### config.mk
export PLATFORM = sky130hd
export DESIGN_NAME = mem_access_unit
export DESIGN_NICKNAME = d
export VERILOG_FILES = /design/src/rtl/mem_access_unit.sv
export SDC_FILE = /design/constraint.sdc
export NUM_CORES = 1
export LEC_CHECK = 0
export BUFFER_PORTS_ARGS = -buffer_cell sky130_fd_sc_hd__buf_4
export CORE_MARGIN = 2
export CORE_UTILIZATION = 55
export DETAILED_ROUTE_END_ITERATION = 16
export PLACE_DENSITY = 0.83
export SYNTH_ARGS = -nofsm -noshare
export SYNTH_HDL_FRONTEND = slang
export SYNTH_SLANG_ARGS = --single-unit
### constraint.sdc
create_clock -name clk -period 3.9 [get_ports clk]
set_clock_uncertainty 0.1 [all_clocks]
set_input_delay 0.78 -clock clk [delete_from_list [all_inputs] [get_ports clk]]
set_output_delay 0.78 -clock clk [all_outputs]
set_load 0.005 [all_outputs]
### src/rtl/mem_access_unit.sv
// Load/store responder between the multicycle core and Memoria.
// Sub-word loads are extracted here; sub-word stores use read-modify-write.
module mem_access_unit #(
  parameter int MEM_LATENCY = 1
) (
  input  logic        clk,
  input  logic        reset,
  input  logic        req_valid,
  output logic        req_ready,
  input  logic        req_we,
  input  logic [1:0]  req_size,
  input  logic        req_signed,
  input  logic [31:0] req_addr,
  input  logic [31:0] req_wdata,
  output logic        resp_valid,
  output logic [31:0] resp_rdata,
  output logic        resp_err,
  output logic [31:0] mem_addr,
  output logic        mem_wr,
  output logic [31:0] mem_wdata,
  input  logic [31:0] mem_rdata
);

  localparam int CW =
    (MEM_LATENCY > 1) ? $clog2(MEM_LATENCY) : 1;
  localparam logic [CW-1:0] CNT_LAST =
    CW'(MEM_LATENCY - 1);

  typedef enum logic [1:0] {
    IDLE,
    RD,
    WR,
    RESP
  } state_t;

  typedef struct packed {
    logic        we;
    logic [1:0]  size;
    logic        sgn;
    logic [1:0]  off;
    logic [31:0] wdata;
  } req_t;

  state_t      state_q, state_d;
  req_t        req_q, req_d;
  logic [CW-1:0] cnt_q, cnt_d;

  logic        ready_q, ready_d;
  logic        rv_q, rv_d;
  logic        err_q, err_d;
  logic [31:0] rdata_q, rdata_d;
  logic [31:0] addr_q, addr_d;
  logic        wr_q, wr_d;
  logic [31:0] wdata_q, wdata_d;

  logic        req_bad;
  logic        req_direct_wr;

  function automatic logic [31:0] load_ext(
    input logic [31:0] word,
    input logic [1:0]  size,
    input logic [1:0]  off,
    input logic        sgn
  );
    logic [31:0] sh;
    logic [31:0] res;
    sh  = word >> {off, 3'b000};
    res = word;
    unique case (size)
      2'b00: res = sgn ? {{24{sh[7]}}, sh[7:0]}
                       : {24'b0, sh[7:0]};
      2'b01: res = sgn ? {{16{sh[15]}}, sh[15:0]}
                       : {16'b0, sh[15:0]};
      default: res = word;
    endcase
    return res;
  endfunction

  function automatic logic [31:0] merge(
    input logic [31:0] word,
    input logic [1:0]  size,
    input logic [1:0]  off,
    input logic [31:0] data
  );
    logic [31:0] mask;
    mask = (size == 2'b00) ? 32'h0000_00ff
                           : 32'h0000_ffff;
    return (word & ~(mask << {off, 3'b000}))
         | ((data & mask) << {off, 3'b000});
  endfunction

  always_comb begin
    req_bad = 1'b0;
    unique case (1'b1)
      (req_size == 2'b11): req_bad = 1'b1;
      (req_size == 2'b01): req_bad = req_addr[0];
      (req_size == 2'b10): req_bad = |req_addr[1:0];
      default:             req_bad = 1'b0;
    endcase
  end

  assign req_direct_wr = req_we && (req_size == 2'b10);

  always_comb begin
    state_d = state_q;
    req_d   = req_q;
    cnt_d   = cnt_q;
    rv_d    = 1'b0;
    err_d   = 1'b0;
    rdata_d = rdata_q;
    addr_d  = addr_q;
    wr_d    = 1'b0;
    wdata_d = wdata_q;

    unique case (state_q)
      IDLE: begin
        if (req_valid) begin
          req_d.we    = req_we;
          req_d.size  = req_size;
          req_d.sgn   = req_signed;
          req_d.off   = req_addr[1:0];
          req_d.wdata = req_wdata;
          cnt_d       = '0;
          if (req_bad) begin
            state_d = RESP;
            rv_d    = 1'b1;
            err_d   = 1'b1;
            rdata_d = '0;
          end else begin
            addr_d = {req_addr[31:2], 2'b00};
            if (req_direct_wr) begin
              state_d = WR;
              wr_d    = 1'b1;
              wdata_d = req_wdata;
            end else begin
              state_d = RD;
            end
          end
        end
      end
      RD: begin
        if (cnt_q == CNT_LAST) begin
          if (req_q.we) begin
            state_d = WR;
            wr_d    = 1'b1;
            wdata_d = merge(mem_rdata, req_q.size,
                            req_q.off, req_q.wdata);
          end else begin
            state_d = RESP;
            rv_d    = 1'b1;
            rdata_d = load_ext(mem_rdata, req_q.size,
                               req_q.off, req_q.sgn);
          end
        end else begin
          cnt_d = cnt_q + 1'b1;
        end
      end
      WR: begin
        state_d = RESP;
        rv_d    = 1'b1;
        rdata_d = '0;
      end
      RESP: begin
        state_d = IDLE;
      end
    endcase

    ready_d = (state_d == IDLE);
  end

  always_ff @(posedge clk) begin
    if (reset) begin
      state_q <= IDLE;
      req_q   <= '0;
      cnt_q   <= '0;
      ready_q <= 1'b1;
      rv_q    <= 1'b0;
      err_q   <= 1'b0;
      rdata_q <= '0;
      addr_q  <= '0;
      wr_q    <= 1'b0;
      wdata_q <= '0;
    end else begin
      state_q <= state_d;
      req_q   <= req_d;
      cnt_q   <= cnt_d;
      ready_q <= ready_d;
      rv_q    <= rv_d;
      err_q   <= err_d;
      rdata_q <= rdata_d;
      addr_q  <= addr_d;
      wr_q    <= wr_d;
      wdata_q <= wdata_d;
    end
  end

  assign req_ready  = ready_q;
  assign resp_valid = rv_q;
  assign resp_err   = err_q;
  assign resp_rdata = rdata_q;
  assign mem_addr   = addr_q;
  assign mem_wr     = wr_q;
  assign mem_wdata  = wdata_q;

endmodule
==> impl_metrics.toml <==
[run_status]
outcome = "completed"

[grt]
grt.met2_usage = 0.549
grt_antenna_before_repair = 0
met1_usage = 0.424
grt_pass1_wl_um = 31200
grt_usage = 0.339
grt-ovfl-total = 0
met3_usage = 0.0960
top_usage_layer = "met2"
grt_pass1_vias = 6069
grt_max_degree = 62

[finish]
area_delta_synth_final_pct = 33.7
final_common_cell = "buf_4"
n_antenna_cell = 0
drive_above_1_share = 0.288
layout.nets = 1012
final_util = 0.755
fillers = 811
layout_common_cells = "buf_4, nand2_1, dfxtp_1"

[clock_tree]
cts_buffer_depth = 2
cts_setup_buffers = 0
hold_buffers = 0
cts_buffers = 17
cts.sinks = 122
clk_latency_ns = 0.53
cts_tree = "yes"
clk_pin_slew_ns = 0.06
cts_resized = 0
cts_max_level = 4
root_buffer = "clkbuf_8"

[synthesis]
syn_inst = 744
ys_seq_elements = 122
yosysWarningCount = 0
synth_seq_area_share = 0.397
synth_edf_count = 0
syn_area_sq_um = 6140
synth.distinct_cells = 61
synth_top_cell_by_area = "dfxtp_1"
syn-mean-instance-area_sq_um = 8.26
ys_top_cells_by_area = "dfxtp_1, nand2_1, a21oi_1, o21ai_0, nand2b_1"
async_flop_share = 0
yosysTopAreaCellShare = 0.397
synthFlopType = "dfxtp_1"

[route]
vias = 6596
wl_um = 20400
drc = 0
postRouteAntennaNets = 0
avgViaCountPerCell = 6.25
wl_per_cell_um = 19.3
firstDrtPassIters = 6
initialDrtViolationCount = 623

[pwr]
ir_drop_mv = 0.381
p_per_area_nw_per_um2 = 642
p_leak_nw = 3.23
power_w = 0.00528

[floorplanning]
dieArea_sq_um = 12000
core_sq_um = 10900
num_io_pins = 203
rows = 38
fp.dieW_um = 110
initial_utilization = 0.564
die_y_um = 110

[critical_path]
crit_type = "flop to flop"
critPathMaxStageDelay_ns = 0.81
worstPathRequired_ns = 4.24
start_kind = "flop"
rr_worst_depth = 8
ff2ff_setup_slack_ns = 0.95
worstPathCellList = "inv_1 > ha_1 > buf_4 > nor2b_1 > nor2_1 > nor2_1 > buf_4 > a311oi_1"
crit_slowest_cell = "nor2_1"
worstPathMaxFanout = 57
cp.arrival_ns = 3.29
critPathBufInv = 3
critPathTopFamily = "simple AND/OR/NAND/NOR gates"
path_depth = 8
endpoint_kind = "flop"

[sta]
worst_slack_ns = 0.953
drv_slew = 0
worstMarginPinSlew_ns = 1.15
max_freq_mhz = 339
setup_viol = 0
fin_setup_tns_ns = 0
whs_ns = 0.356
fin_crit_sh = 0.756
grt_setup_unrepaired = "false"
period_needed_ns = 2.95
relSlewSlack = 0.230
hold_violations = 0

[placed_design]
hpwl_um = 14600
portBuffers = 200
finalWeightedCongestion = 0.920
pre_cts_ws_ns = 1.03

[min_path]
whs_path_depth = 2
hp-class = "flop to flop"

[run]
maxCapViolations = 0
==> final timing paths <==
path	from	to
setup / recovery	state_q[1]$_SDFF_PP0_	mem_wdata[25]$_SDFFE_PP0P_
hold / removal	mem_addr[31]$_SDFFE_PP0P_	mem_addr[31]$_SDFFE_PP0P_
setup reg to reg	state_q[1]$_SDFF_PP0_	mem_wdata[25]$_SDFFE_PP0P_
hold reg to reg	mem_addr[31]$_SDFFE_PP0P_	mem_addr[31]$_SDFFE_PP0P_
==> metal layers <==
layer / wire length [um] / up-vias / share of wire
met5: 0 / - / 0
met4: 656 / 0 / 0.032
met3: 2150 / 64 / 0.11
met2: 9630 / 402 / 0.47
met1: 7980 / 3088 / 0.39
li1: - / 3042 / -
==> worst reg2reg max path, stage by stage (launching register included) <==
cell and delay (ns):
dfxtp_1 0.33, inv_1 0.12, ha_1 0.23, buf_4 0.43, nor2b_1 0.25, nor2_1 0.81
nor2_1 0.09, buf_4 0.24, a311oi_1 0.25
==> metrics by stage <==
stage	area [sq um]	cells
CTS	8220	1056
detailed placement	7590	1025
global placement	7590	1025
floorplan	6150	745
finish	8220	1056
global route	8220	1056
==> sequential cells by signal, summed over array words and instances (netlist names) <==
name        count
resp_rdata     32
mem_wdata      32
req_ready       1
resp_err        1
req_q          22
resp_valid      1
mem_addr       30
state_q         2
mem_wr          1
==> kinds of logic (layout without fill, tap and decap cells) <==
group	count (synthesis)	count (layout)	share of synthesized area
XOR/XNOR	1	1	0.00143
AND/OR/NAND/NOR	209	209	0.158
buffers and inverters	98	269	0.0686
adder cells (fa/ha/maj)	5	5	0.0102
multiplexers	23	23	0.0391
AO/OA/AOI/OAI	285	285	0.324
flip-flops	122	122	0.397
other	1	2	0.000610
==> power breakdown <==
part	internal, W	switching [W]	leakage [nW]	total (W)
Combinational	0.000798	0.00113	1.95	0.00193
Clock	0.00109	0.000573	0.288	0.00166
Sequential	0.00150	0.000188	0.994	0.00169
==> cell usage after synthesis, types with 4 or more instances <==
master	n
a221oi_1	23
buf_2	19
inv_1	26
a32o_1	16
nor3_1	8
nor2_1	6
a311oi_1	16
o21ai_0	50
mux2i_1	15
dfxtp_1	122
o41ai_1	8
o211ai_1	24
o311ai_0	8
nand3_1	5
nor2b_1	11
clkbuf_1	45
and2_1	5
nand2b_1	35
buf_4	6
o2111ai_1	9
a21oi_1	88
nand2_1	126
a2bb2oi_1	7
o21a_1	8
mux2_2	8
ha_1	5
or2_2	4
==> cell type report <==
type                            count  area (sq um)  area share
Multi-Input combinational cell    525          3280       0.400
Sequential cell                   122          2440       0.297
Timing Repair Buffer              212          1590       0.194
Clock buffer                       21           459      0.0559
Tap cell                          140           175      0.0213
Clock inverter                     10           166      0.0203
Inverter                           26          97.6      0.0119
Power figures use the tool's default switching activity.
